File: src/rtl/pipeline_types.sv
// Shared types for the branch redirect path: resolved branches, predictor updates, redirect FSM states.
// Latency: n/a (types and pure functions only).
// Backpressure: n/a.
package pipeline_types;

    // One resolved branch from an execute pipe.
    typedef struct packed {
        logic        valid;
        logic [31:0] pc;
        logic        taken;
        logic [31:0] target;
        logic        pred_taken;
        logic [31:0] pred_target;
    } branch_resolve_t;

    // One training record for the branch predictor.
    typedef struct packed {
        logic [31:0] pc;
        logic        taken;
        logic [31:0] target;
        logic        mispredict;
    } bpu_update_t;

    typedef enum logic [1:0] {
        IDLE  = 2'd0,
        REDIR = 2'd1,
        DRAIN = 2'd2
    } redir_state_t;

    // Direction wrong, or taken with the wrong target. A not-taken branch never
    // mispredicts on target alone.
    function automatic logic is_mispredict(input branch_resolve_t b);
        return b.valid && ((b.taken != b.pred_taken) ||
                           (b.taken && (b.target != b.pred_target)));
    endfunction

    // Correct fetch address after this branch; pc+4 wraps at 32 bits.
    function automatic logic [31:0] redirect_target(input branch_resolve_t b);
        return b.taken ? b.target : (b.pc + 32'd4);
    endfunction

    function automatic bpu_update_t to_update(input branch_resolve_t b);
        bpu_update_t u;
        u.pc         = b.pc;
        u.taken      = b.taken;
        u.target     = b.target;
        u.mispredict = is_mispredict(b);
        return u;
    endfunction

endpackage

File: src/rtl/branch_redirect_ctrl_if.sv
// Bundle of execute, frontend-redirect and predictor-update signals around branch_redirect_ctrl.
// Latency: n/a (wires only).
// Backpressure: redirect_ready_i / upd_ready_i from consumers, stall_o towards execute.
interface branch_redirect_ctrl_if;
    import pipeline_types::*;

    branch_resolve_t [1:0] br_i;             // index 0 is the older instruction
    logic                  stall_o;
    logic                  redirect_valid_o;
    logic [31:0]           redirect_pc_o;
    logic                  redirect_ready_i;
    logic                  flush_o;
    logic                  kill_younger_o;
    bpu_update_t           upd_o;
    logic                  upd_valid_o;
    logic                  upd_ready_i;
    logic [31:0]           perf_branch_cnt_o;
    logic [31:0]           perf_mispred_cnt_o;

    // Controller side.
    modport slave (
        input  br_i, redirect_ready_i, upd_ready_i,
        output stall_o, redirect_valid_o, redirect_pc_o, flush_o, kill_younger_o,
               upd_o, upd_valid_o, perf_branch_cnt_o, perf_mispred_cnt_o
    );

    // Environment side: execute, frontend and predictor.
    modport master (
        output br_i, redirect_ready_i, upd_ready_i,
        input  stall_o, redirect_valid_o, redirect_pc_o, flush_o, kill_younger_o,
               upd_o, upd_valid_o, perf_branch_cnt_o, perf_mispred_cnt_o
    );

endinterface

File: src/rtl/branch_update_fifo.sv
// 2-write / 1-read FIFO of predictor update records, DEPTH entries (power of 2).
// Latency: a pushed entry is visible at the head one cycle after the push.
// Backpressure: none internally; the writer must keep >=2 free entries (o_free) before pushing.
module branch_update_fifo
    import pipeline_types::*;
#(
    parameter int DEPTH = 4
) (
    input  logic                   clk,
    input  logic                   rst_n,
    input  logic                   i_wr0_vld,
    input  bpu_update_t            i_wr0_dat,
    input  logic                   i_wr1_vld,   // only together with i_wr0_vld
    input  bpu_update_t            i_wr1_dat,
    output logic                   o_rd_vld,
    output bpu_update_t            o_rd_dat,
    input  logic                   i_rd_rdy,
    output logic [$clog2(DEPTH):0] o_free
);

    localparam int AW = $clog2(DEPTH);

    bpu_update_t   r_mem [DEPTH];
    logic [AW-1:0] r_wptr;
    logic [AW-1:0] r_rptr;
    logic [AW:0]   r_count;
    logic [1:0]    w_wr_n;
    logic          w_pop;

    assign w_wr_n   = {1'b0, i_wr0_vld} + {1'b0, i_wr1_vld};
    assign w_pop    = o_rd_vld && i_rd_rdy;
    assign o_rd_vld = (r_count != '0);
    // Head is forced to zero when empty so the port never shows stale data.
    assign o_rd_dat = o_rd_vld ? r_mem[r_rptr] : '0;
    assign o_free   = (AW+1)'(DEPTH) - r_count;

    // Storage: slot 0 lands at the write pointer, slot 1 right behind it.
    always_ff @(posedge clk) begin
        if (i_wr0_vld) r_mem[r_wptr]          <= i_wr0_dat;
        if (i_wr1_vld) r_mem[r_wptr + AW'(1)] <= i_wr1_dat;
    end

    // Pointers wrap naturally at DEPTH; occupancy moves by pushes minus pop.
    always_ff @(posedge clk or negedge rst_n) begin
        if (!rst_n) begin
            r_wptr  <= '0;
            r_rptr  <= '0;
            r_count <= '0;
        end else begin
            r_wptr  <= r_wptr + AW'(w_wr_n);
            r_rptr  <= r_rptr + AW'(w_pop);
            r_count <= r_count + (AW+1)'(w_wr_n) - (AW+1)'(w_pop);
        end
    end

endmodule

File: src/rtl/branch_redirect_ctrl.sv
// Resolves two branches per cycle, redirects the frontend on a mispredict and queues predictor updates.
// Latency: flush/kill same cycle as detection; redirect_valid_o one cycle later; updates visible next cycle.
// Backpressure: stall_o while a redirect is pending/draining or fewer than 2 FIFO slots are free.
// Optional: define BRANCH_PERF_CNT_EN for saturating branch / mispredict counters.
module branch_redirect_ctrl
    import pipeline_types::*;
#(
    parameter int UPD_DEPTH    = 4,
    parameter int DRAIN_CYCLES = 3
) (
    input  logic                 clk,
    input  logic                 rst_n,
    branch_redirect_ctrl_if.slave bus
);

    localparam int FREE_W = $clog2(UPD_DEPTH) + 1;
    localparam int CNT_W  = (DRAIN_CYCLES > 1) ? $clog2(DRAIN_CYCLES) : 1;

    redir_state_t      r_state;
    logic [CNT_W-1:0]  r_cnt;
    logic              r_redirect_valid;
    logic [31:0]       r_redirect_pc;

    logic [FREE_W-1:0] w_free;
    logic              w_stall;
    logic              w_accept;
    logic              w_mis0;
    logic              w_mis1;
    logic              w_push0;
    logic              w_push1;
    logic              w_wr0_vld;
    logic              w_wr1_vld;
    bpu_update_t       w_wr0_dat;
    bpu_update_t       w_wr1_dat;

    // br_i is only taken while idle with room for a full pair of updates.
    // rst_n gating keeps the combinational pulses quiet while in reset.
    assign w_stall  = (r_state != IDLE) || (w_free < FREE_W'(2));
    assign w_accept = rst_n && !w_stall;

    assign w_mis0  = w_accept && is_mispredict(bus.br_i[0]);
    assign w_mis1  = w_accept && is_mispredict(bus.br_i[1]);
    assign w_push0 = w_accept && bus.br_i[0].valid;
    // An older mispredict makes pipe 1 wrong-path: it is neither trained nor counted.
    assign w_push1 = w_accept && bus.br_i[1].valid && !w_mis0;

    // Compact the accepted branches into FIFO slots, oldest first.
    assign w_wr0_vld = w_push0 || w_push1;
    assign w_wr1_vld = w_push0 && w_push1;
    assign w_wr0_dat = w_push0 ? to_update(bus.br_i[0]) : to_update(bus.br_i[1]);
    assign w_wr1_dat = to_update(bus.br_i[1]);

    assign bus.stall_o          = w_stall;
    assign bus.flush_o          = w_mis0 || w_mis1;
    // Pipe 1 may hold a non-branch younger instruction, so kill whenever pipe 0 mispredicts.
    assign bus.kill_younger_o   = w_mis0;
    assign bus.redirect_valid_o = r_redirect_valid;
    assign bus.redirect_pc_o    = r_redirect_pc;

    branch_update_fifo #(
        .DEPTH (UPD_DEPTH)
    ) u_fifo (
        .clk       (clk),
        .rst_n     (rst_n),
        .i_wr0_vld (w_wr0_vld),
        .i_wr0_dat (w_wr0_dat),
        .i_wr1_vld (w_wr1_vld),
        .i_wr1_dat (w_wr1_dat),
        .o_rd_vld  (bus.upd_valid_o),
        .o_rd_dat  (bus.upd_o),
        .i_rd_rdy  (bus.upd_ready_i),
        .o_free    (w_free)
    );

    // Redirect FSM: capture target, hold it until the frontend takes it, then drain.
    always_ff @(posedge clk or negedge rst_n) begin
        if (!rst_n) begin
            r_state          <= IDLE;
            r_cnt            <= '0;
            r_redirect_valid <= 1'b0;
            r_redirect_pc    <= '0;
        end else begin
            case (r_state)
                IDLE: begin
                    if (w_mis0 || w_mis1) begin
                        r_redirect_pc    <= w_mis0 ? redirect_target(bus.br_i[0])
                                                   : redirect_target(bus.br_i[1]);
                        r_redirect_valid <= 1'b1;
                        r_state          <= REDIR;
                    end
                end
                REDIR: begin
                    if (bus.redirect_ready_i) begin
                        r_redirect_valid <= 1'b0;
                        r_cnt            <= CNT_W'(DRAIN_CYCLES - 1);
                        r_state          <= DRAIN;
                    end
                end
                DRAIN: begin
                    if (r_cnt == '0) r_state <= IDLE;
                    else             r_cnt   <= r_cnt - CNT_W'(1);
                end
                default: begin
                    r_state          <= IDLE;
                    r_redirect_valid <= 1'b0;
                end
            endcase
        end
    end

`ifdef BRANCH_PERF_CNT_EN
    logic [31:0] r_perf_br;
    logic [31:0] r_perf_mis;
    logic [1:0]  w_br_inc;
    logic [1:0]  w_mis_inc;

    assign w_br_inc  = {1'b0, w_push0} + {1'b0, w_push1};
    assign w_mis_inc = {1'b0, w_mis0} + {1'b0, w_mis1 && w_push1};

    function automatic logic [31:0] sat_add(input logic [31:0] a, input logic [1:0] inc);
        logic [32:0] s;
        s = {1'b0, a} + {31'b0, inc};
        return s[32] ? 32'hFFFF_FFFF : s[31:0];
    endfunction

    // Saturating counters of accepted branches and accepted mispredicts.
    always_ff @(posedge clk or negedge rst_n) begin
        if (!rst_n) begin
            r_perf_br  <= '0;
            r_perf_mis <= '0;
        end else begin
            r_perf_br  <= sat_add(r_perf_br, w_br_inc);
            r_perf_mis <= sat_add(r_perf_mis, w_mis_inc);
        end
    end

    assign bus.perf_branch_cnt_o  = r_perf_br;
    assign bus.perf_mispred_cnt_o = r_perf_mis;
`else
    assign bus.perf_branch_cnt_o  = '0;
    assign bus.perf_mispred_cnt_o = '0;
`endif

endmodule

File: src/flat_wrapper.sv
// flat-port wrapper written by rule: the top's interface ports become plain ports
module branch_redirect_ctrl_flat import pipeline_types::*;
#(
    parameter int UPD_DEPTH    = 4,
    parameter int DRAIN_CYCLES = 3
)
  (clk, rst_n, bus_br_i, bus_redirect_ready_i, bus_upd_ready_i, bus_stall_o, bus_redirect_valid_o, bus_redirect_pc_o, bus_flush_o, bus_kill_younger_o, bus_upd_o, bus_upd_valid_o, bus_perf_branch_cnt_o, bus_perf_mispred_cnt_o);
  branch_redirect_ctrl_if bus_i ();
  input  logic clk;
  input  logic rst_n;
  input wire logic [$bits(bus_i.br_i)-1:0] bus_br_i;
  input wire logic [$bits(bus_i.redirect_ready_i)-1:0] bus_redirect_ready_i;
  input wire logic [$bits(bus_i.upd_ready_i)-1:0] bus_upd_ready_i;
  output wire logic [$bits(bus_i.stall_o)-1:0] bus_stall_o;
  output wire logic [$bits(bus_i.redirect_valid_o)-1:0] bus_redirect_valid_o;
  output wire logic [$bits(bus_i.redirect_pc_o)-1:0] bus_redirect_pc_o;
  output wire logic [$bits(bus_i.flush_o)-1:0] bus_flush_o;
  output wire logic [$bits(bus_i.kill_younger_o)-1:0] bus_kill_younger_o;
  output wire logic [$bits(bus_i.upd_o)-1:0] bus_upd_o;
  output wire logic [$bits(bus_i.upd_valid_o)-1:0] bus_upd_valid_o;
  output wire logic [$bits(bus_i.perf_branch_cnt_o)-1:0] bus_perf_branch_cnt_o;
  output wire logic [$bits(bus_i.perf_mispred_cnt_o)-1:0] bus_perf_mispred_cnt_o;
  assign bus_i.br_i = bus_br_i;
  assign bus_i.redirect_ready_i = bus_redirect_ready_i;
  assign bus_i.upd_ready_i = bus_upd_ready_i;
  assign bus_stall_o = bus_i.stall_o;
  assign bus_redirect_valid_o = bus_i.redirect_valid_o;
  assign bus_redirect_pc_o = bus_i.redirect_pc_o;
  assign bus_flush_o = bus_i.flush_o;
  assign bus_kill_younger_o = bus_i.kill_younger_o;
  assign bus_upd_o = bus_i.upd_o;
  assign bus_upd_valid_o = bus_i.upd_valid_o;
  assign bus_perf_branch_cnt_o = bus_i.perf_branch_cnt_o;
  assign bus_perf_mispred_cnt_o = bus_i.perf_mispred_cnt_o;
  branch_redirect_ctrl #(.UPD_DEPTH(UPD_DEPTH), .DRAIN_CYCLES(DRAIN_CYCLES)) u_core (.clk(clk), .rst_n(rst_n), .bus(bus_i));
endmodule
File: config.mk
export PLATFORM = sky130hd
export DESIGN_NAME = branch_redirect_ctrl_flat
export DESIGN_NICKNAME = d
export VERILOG_FILES = /design/src/rtl/pipeline_types.sv /design/src/rtl/branch_redirect_ctrl_if.sv /design/src/rtl/branch_update_fifo.sv /design/src/rtl/branch_redirect_ctrl.sv /design/src/flat_wrapper.sv
export SDC_FILE = /design/constraint.sdc
export NUM_CORES = 1
export LEC_CHECK = 0
export BUFFER_PORTS_ARGS = -buffer_cell sky130_fd_sc_hd__buf_2
export CAP_MARGIN = 20
export CORE_UTILIZATION = 60
export DETAILED_ROUTE_END_ITERATION = 12
export PLACE_DENSITY = 0.86
export SYNTH_ARGS = -nofsm -noshare
export SYNTH_HDL_FRONTEND = slang
export SYNTH_HIERARCHICAL = 1
export SYNTH_SLANG_ARGS = --single-unit
File: constraint.sdc
create_clock -name clk -period 19.5 [get_ports clk]
set_input_delay 0.975 -clock clk [delete_from_list [all_inputs] [get_ports clk]]
set_output_delay 0.975 -clock clk [all_outputs]
set_load 0.02 [all_outputs]
Word-level counts from Yosys, hierarchy flattened
Memory sizes are Yosys's and may differ from the RTL's.
Index checks and enable logic that the tools add are counted.
{ "word_totals": {"mem_bits_rw": 264, "wordCells": 76, "mem_count": 1, "inputBits": 202, "reg_bits": 44, "output_inout_bits": 167} }
{ "memory_table": {"columns": ["memory", "words", "word_bits", "rd", "rd_ports_with_merged_regs", "wr", "line", "source"], "rows": [
  ["u_core.u_fifo.r_mem", 4, 66, 1, 0, 2, "branch_update_fifo.sv:23", "bpu_update_t r_mem [DEPTH];"]
]} }
{ "classes": {"muxes": 18, "addsub": 10, "eq_ne": 10, "reduce_logical": 28, "magnitude_cmp": 1, "bitwise": 1} }
{ "ops": {"columns": ["cell", "n"], "rows": [
  ["66-bit 2-to-1 mux", 2],
  ["32-bit 2-to-1 mux", 3],
  ["32-bit by 3-bit adder with 32-bit output, second input constant", 2],
  ["32-bit != test", 2],
  ["1-bit logical AND", 12],
  ["3-bit AND reduction", 3],
  ["2-bit 2-to-1 mux", 4],
  ["1-bit 2-to-1 mux", 6],
  ["2-bit != test, second input constant", 3],
  ["2-bit case mux with 3 select lines", 1],
  ["1-bit logical OR", 5],
  ["2-bit logical NOT", 2],
  ["2-bit case mux with 2 select lines", 1],
  ["2-bit nonzero test", 2],
  ["3-bit by 2-bit adder with 3-bit output", 1],
  ["3-bit by 2-bit less-than comparator with 1-bit output, second input constant", 1],
  ["1-bit case mux with 3 select lines", 1],
  ["3-bit nonzero test", 1],
  ["3-bit by 1-bit subtractor with 3-bit output", 1],
  ["3-bit subtractor, first input constant", 1],
  ["1-bit by 1-bit adder with 2-bit output", 1],
  ["2-bit by 1-bit adder with 2-bit output", 1],
  ["2-bit by 1-bit adder with 2-bit output, second input constant", 1],
  ["2-bit adder", 1],
  ["8 further kinds", 10]
]} }

Logic depth before layout (Yosys ltp)
{ "depth": {"ltp_word": 12, "ltp_mapped": 20, "depth_no_buf": 18} }

By module
The synthesis kept the hierarchy.
{ "modules_own_cells": {"columns": ["mod", "area_per_inst_um2", "cells_each", "seq_area_each_um2", "n_inst"], "rows": [
  ["branch_update_fifo", 13519.2, 830, 8102.8, 1],
  ["branch_redirect_ctrl", 5550.3, 812, 925.9, 1]
]} }

Worst setup path before layout
Ideal clock, no wire load.
{ "synth_timing": {"kind": "register -> register", "start": "register u_core.u_fifo.r_count[0]", "end": "memory u_core/u_fifo/r_mem[2][0] (netlist name) (enable)", "setup_time_ns": 0.581, "arrival_ns": 6.189, "path_slack_ns": 12.730, "synth_period_minus_slack_ns": 6.770, "required_ns": 18.919, "stages_incl_launch_ff": 11, "path_buffers": 0, "path_cell_list": "dfrtp_1 inv_1 ha_1 ha_1 inv_1 nor2_1 nor3_1 nand2_1 nor2_1 nand2b_1 o21ai_0"} }
{ "synth_lines": {"columns": ["element", "line", "source"], "rows": [
  ["from (decl)", "branch_update_fifo.sv:26", "logic [AW:0] r_count;"],
  ["from (signal assigned)", "branch_update_fifo.sv:52", "r_count <= r_count + (AW+1)'(w_wr_n) - (AW+1)'(w_pop);"],
  ["to (decl)", "branch_update_fifo.sv:23", null]
]} }

==> flow_summary.toml <==
[worst_setup_path]
r2r-start = "u_core/u_fifo/r_count[0]"
critPathLaunchType = "flip-flop"
critPathLaunch = "u_core/u_fifo/r_count[0]"
r2r_setup_slack_ps = 13550
endpoint_kind = "flip-flop"
r2r-end = "u_core/u_fifo/r_mem[1][50]"
reg2reg_depth = 13
critical_path_class = "flip-flop to flip-flop"
worstPathArrival_ps = 6190
cp.required_ps = 19740
cp_max_fo = 52

[sta]
skew_ps = 17.2
drv_slew = 0
hold_viol = 0
clock.fmax_mhz = 168
period_share_pct = 30.5
slew_headroom_pct = 20.1
setup_viol = 0
fin_setup_tns_ps = 0
rsz0062_at_grt = "false"
fin_crit_ps = 5950
tightestPinTransition_ps = 1200

[clock_network]
post_cts_resized = 0
cts_buffer_depth = 3
cts-htree-levels = 2
post_cts_buffers = 0
cts_buffers = 34
clock-sinks = 308
tritoncts = "built"
path_clk_slew_ps = 60
clk_latency_ps = 510
cts-root-buf = "clkbuf_16"
cts_hold_buffers = 0

[power_and_ir_drop]
p_per_area_mw_per_mm2 = 138
clock_power_share_pct = 20.9
seqPwrFrac_pct = 33.9
p_leak_nw = 8.87
netSwitchingPower_w = 0.00121
peakVddDrop_mv = 0.104
combPwrFrac_pct = 45.1
p_int_w = 0.00178
switching_share_pct = 40.4

[global_routing]
grt_overflow = 0
grt_pass1_vias = 14500
grt_antenna_before_repair = 8
grt_max_degree = 68
track_usage_pct = 36.7
grt_pass1_wl_mm = 89.2

[routing]
ant_nets = 0
vias = 14900
drtPass1Iterations = 6
first_iter_violations = 1929
via_per_inst = 6.40
wl_per_cell_microns = 26.2
wirelength_mm = 61.0
drc = 0

[floorplan]
die_h_microns = 180
die_area_sq_mm = 0.0325
initial_utilization_pct = 61.7
ios = 369
core.rowCount = 64
die_x_microns = 180
core_sq_mm = 0.0309

[hold_path]
hold_depth = 1
min_to = "u_core/bus.redirect_valid_o"
hold_class = "flip-flop to flip-flop"
min_from = "u_core/bus.redirect_valid_o"

[logic_synthesis]
yosysWarnings = 6
syn_area_per_cell_sq_um = 11.6
syn_inst = 1641
syn_area_sq_mm = 0.0191

[placement]
gp_congestion = 0.931
dp_hpwl_mm = 40.9
io_buffers = 304
dp_cells = 2261

[final_layout]
layoutNonFillerInstCount = 2327
syn2layout_area_growth_pct = 13.4
layout.nets = 2116
final_util_pct = 70.0
drive_gt1_share_pct = 34.0

[status]
status = "finished clean"

[flow_run]
maxCapViolations = 0
[power by group through the flow]
stage / registers (W) / logic (W) / clock network (W)
final: 0.00101 / 0.00135 / 0.000626
after global placement: 0.00101 / 0.00127 / 0
after floorplan: 0.00103 / 0.000879 / 0
after global routing: 0.00102 / 0.00141 / 0.000651
after CTS: 0.00101 / 0.00132 / 0.000625
after detailed placement: 0.00102 / 0.00132 / 0
[metal layers]
metal / vias to the layer above / wire, microns / track usage (%)
met1: 7196 / 22000 / 46.3
li1: 6396 / - / -
met5: - / 122 / 2.07
met2: 1101 / 28200 / 58.2
met4: 8 / 3210 / 18.0
met3: 199 / 7430 / 9.84
[cell usage in the layout (no fill, tap or decap), types with 11 or more instances in the layout]
cell / instances
buf_2: 304
buf_4: 18
clkbuf_1: 11
clkbuf_16: 35
conb_1: 64
dfrtp_1: 43
edfxtp_1: 264
ha_1: 11
inv_1: 20
mux2_1: 13
mux2_2: 237
mux2_4: 20
mux2i_1: 180
nand2_1: 265
nand3_1: 28
nand4_1: 18
nor2_1: 18
nor4_1: 12
o21ai_0: 66
o22ai_1: 67
xnor2_1: 44
xor2_1: 80
[worst max-delay path, cell delays in order (launching register included)]
cell and delay, ps:
dfrtp_1 370, inv_1 60, ha_1 200, ha_1 270, inv_1 60, nor2_1 60, nor3_1 650, and3_2 650
buf_4 570, nand2_1 110, nor2_1 500, nor3b_4 870, buf_4 790, mux2_2 420
[worst max-delay path by stage]
stage                                  to  cells past startpoint  slack, ps
3_3_place_gp   u_core/u_fifo/r_mem[1][38]                     11      13700
4_1_cts        u_core/u_fifo/r_mem[1][52]                     13      13730
2_1_floorplan   u_core/u_fifo/r_mem[2][0]                     10      12750
6_report       u_core/u_fifo/r_mem[1][50]                     13      13550
5_1_grt        u_core/u_fifo/r_mem[1][50]                     13      13420
3_5_place_dp   u_core/u_fifo/r_mem[1][39]                     11      13480
[final cells by class]
cell class	count	area (sq um)
Antenna cell	5	12.5
Clock buffer	48	945
Clock inverter	12	108
Fill cell	2224	9290
Inverter	20	75.1
Multi-Input combinational cell	1214	9270
Sequential cell	308	9030
Tap cell	396	495
Timing Repair Buffer	324	1680
[registers in the layout (all words and copies together), names as in the netlist]
| register | count |
|---|---|
| u_core/u_fifo/r_mem | 264 |
| u_core/r_cnt | 2 |
| u_core/u_fifo/r_wptr | 2 |
| u_core/bus.redirect_pc_o | 32 |
| u_core/r_state | 2 |
| u_core/u_fifo/r_count | 3 |
| u_core/u_fifo/r_rptr | 2 |
| u_core/bus.redirect_valid_o | 1 |
[through the flow]
step                      instance area [sq um]  hold slack, ps  setup WS, ps  total power [W]
after floorplan                           19300             478         12750          0.00191
after global routing                      21600             538         13420          0.00309
final                                     21600             516         13550          0.00299
after detailed placement                  20600             497         13480          0.00234
after CTS                                 21600             513         13730          0.00296
after global placement                    20500             462         13700          0.00229
(Power assumes the default switching activity.)
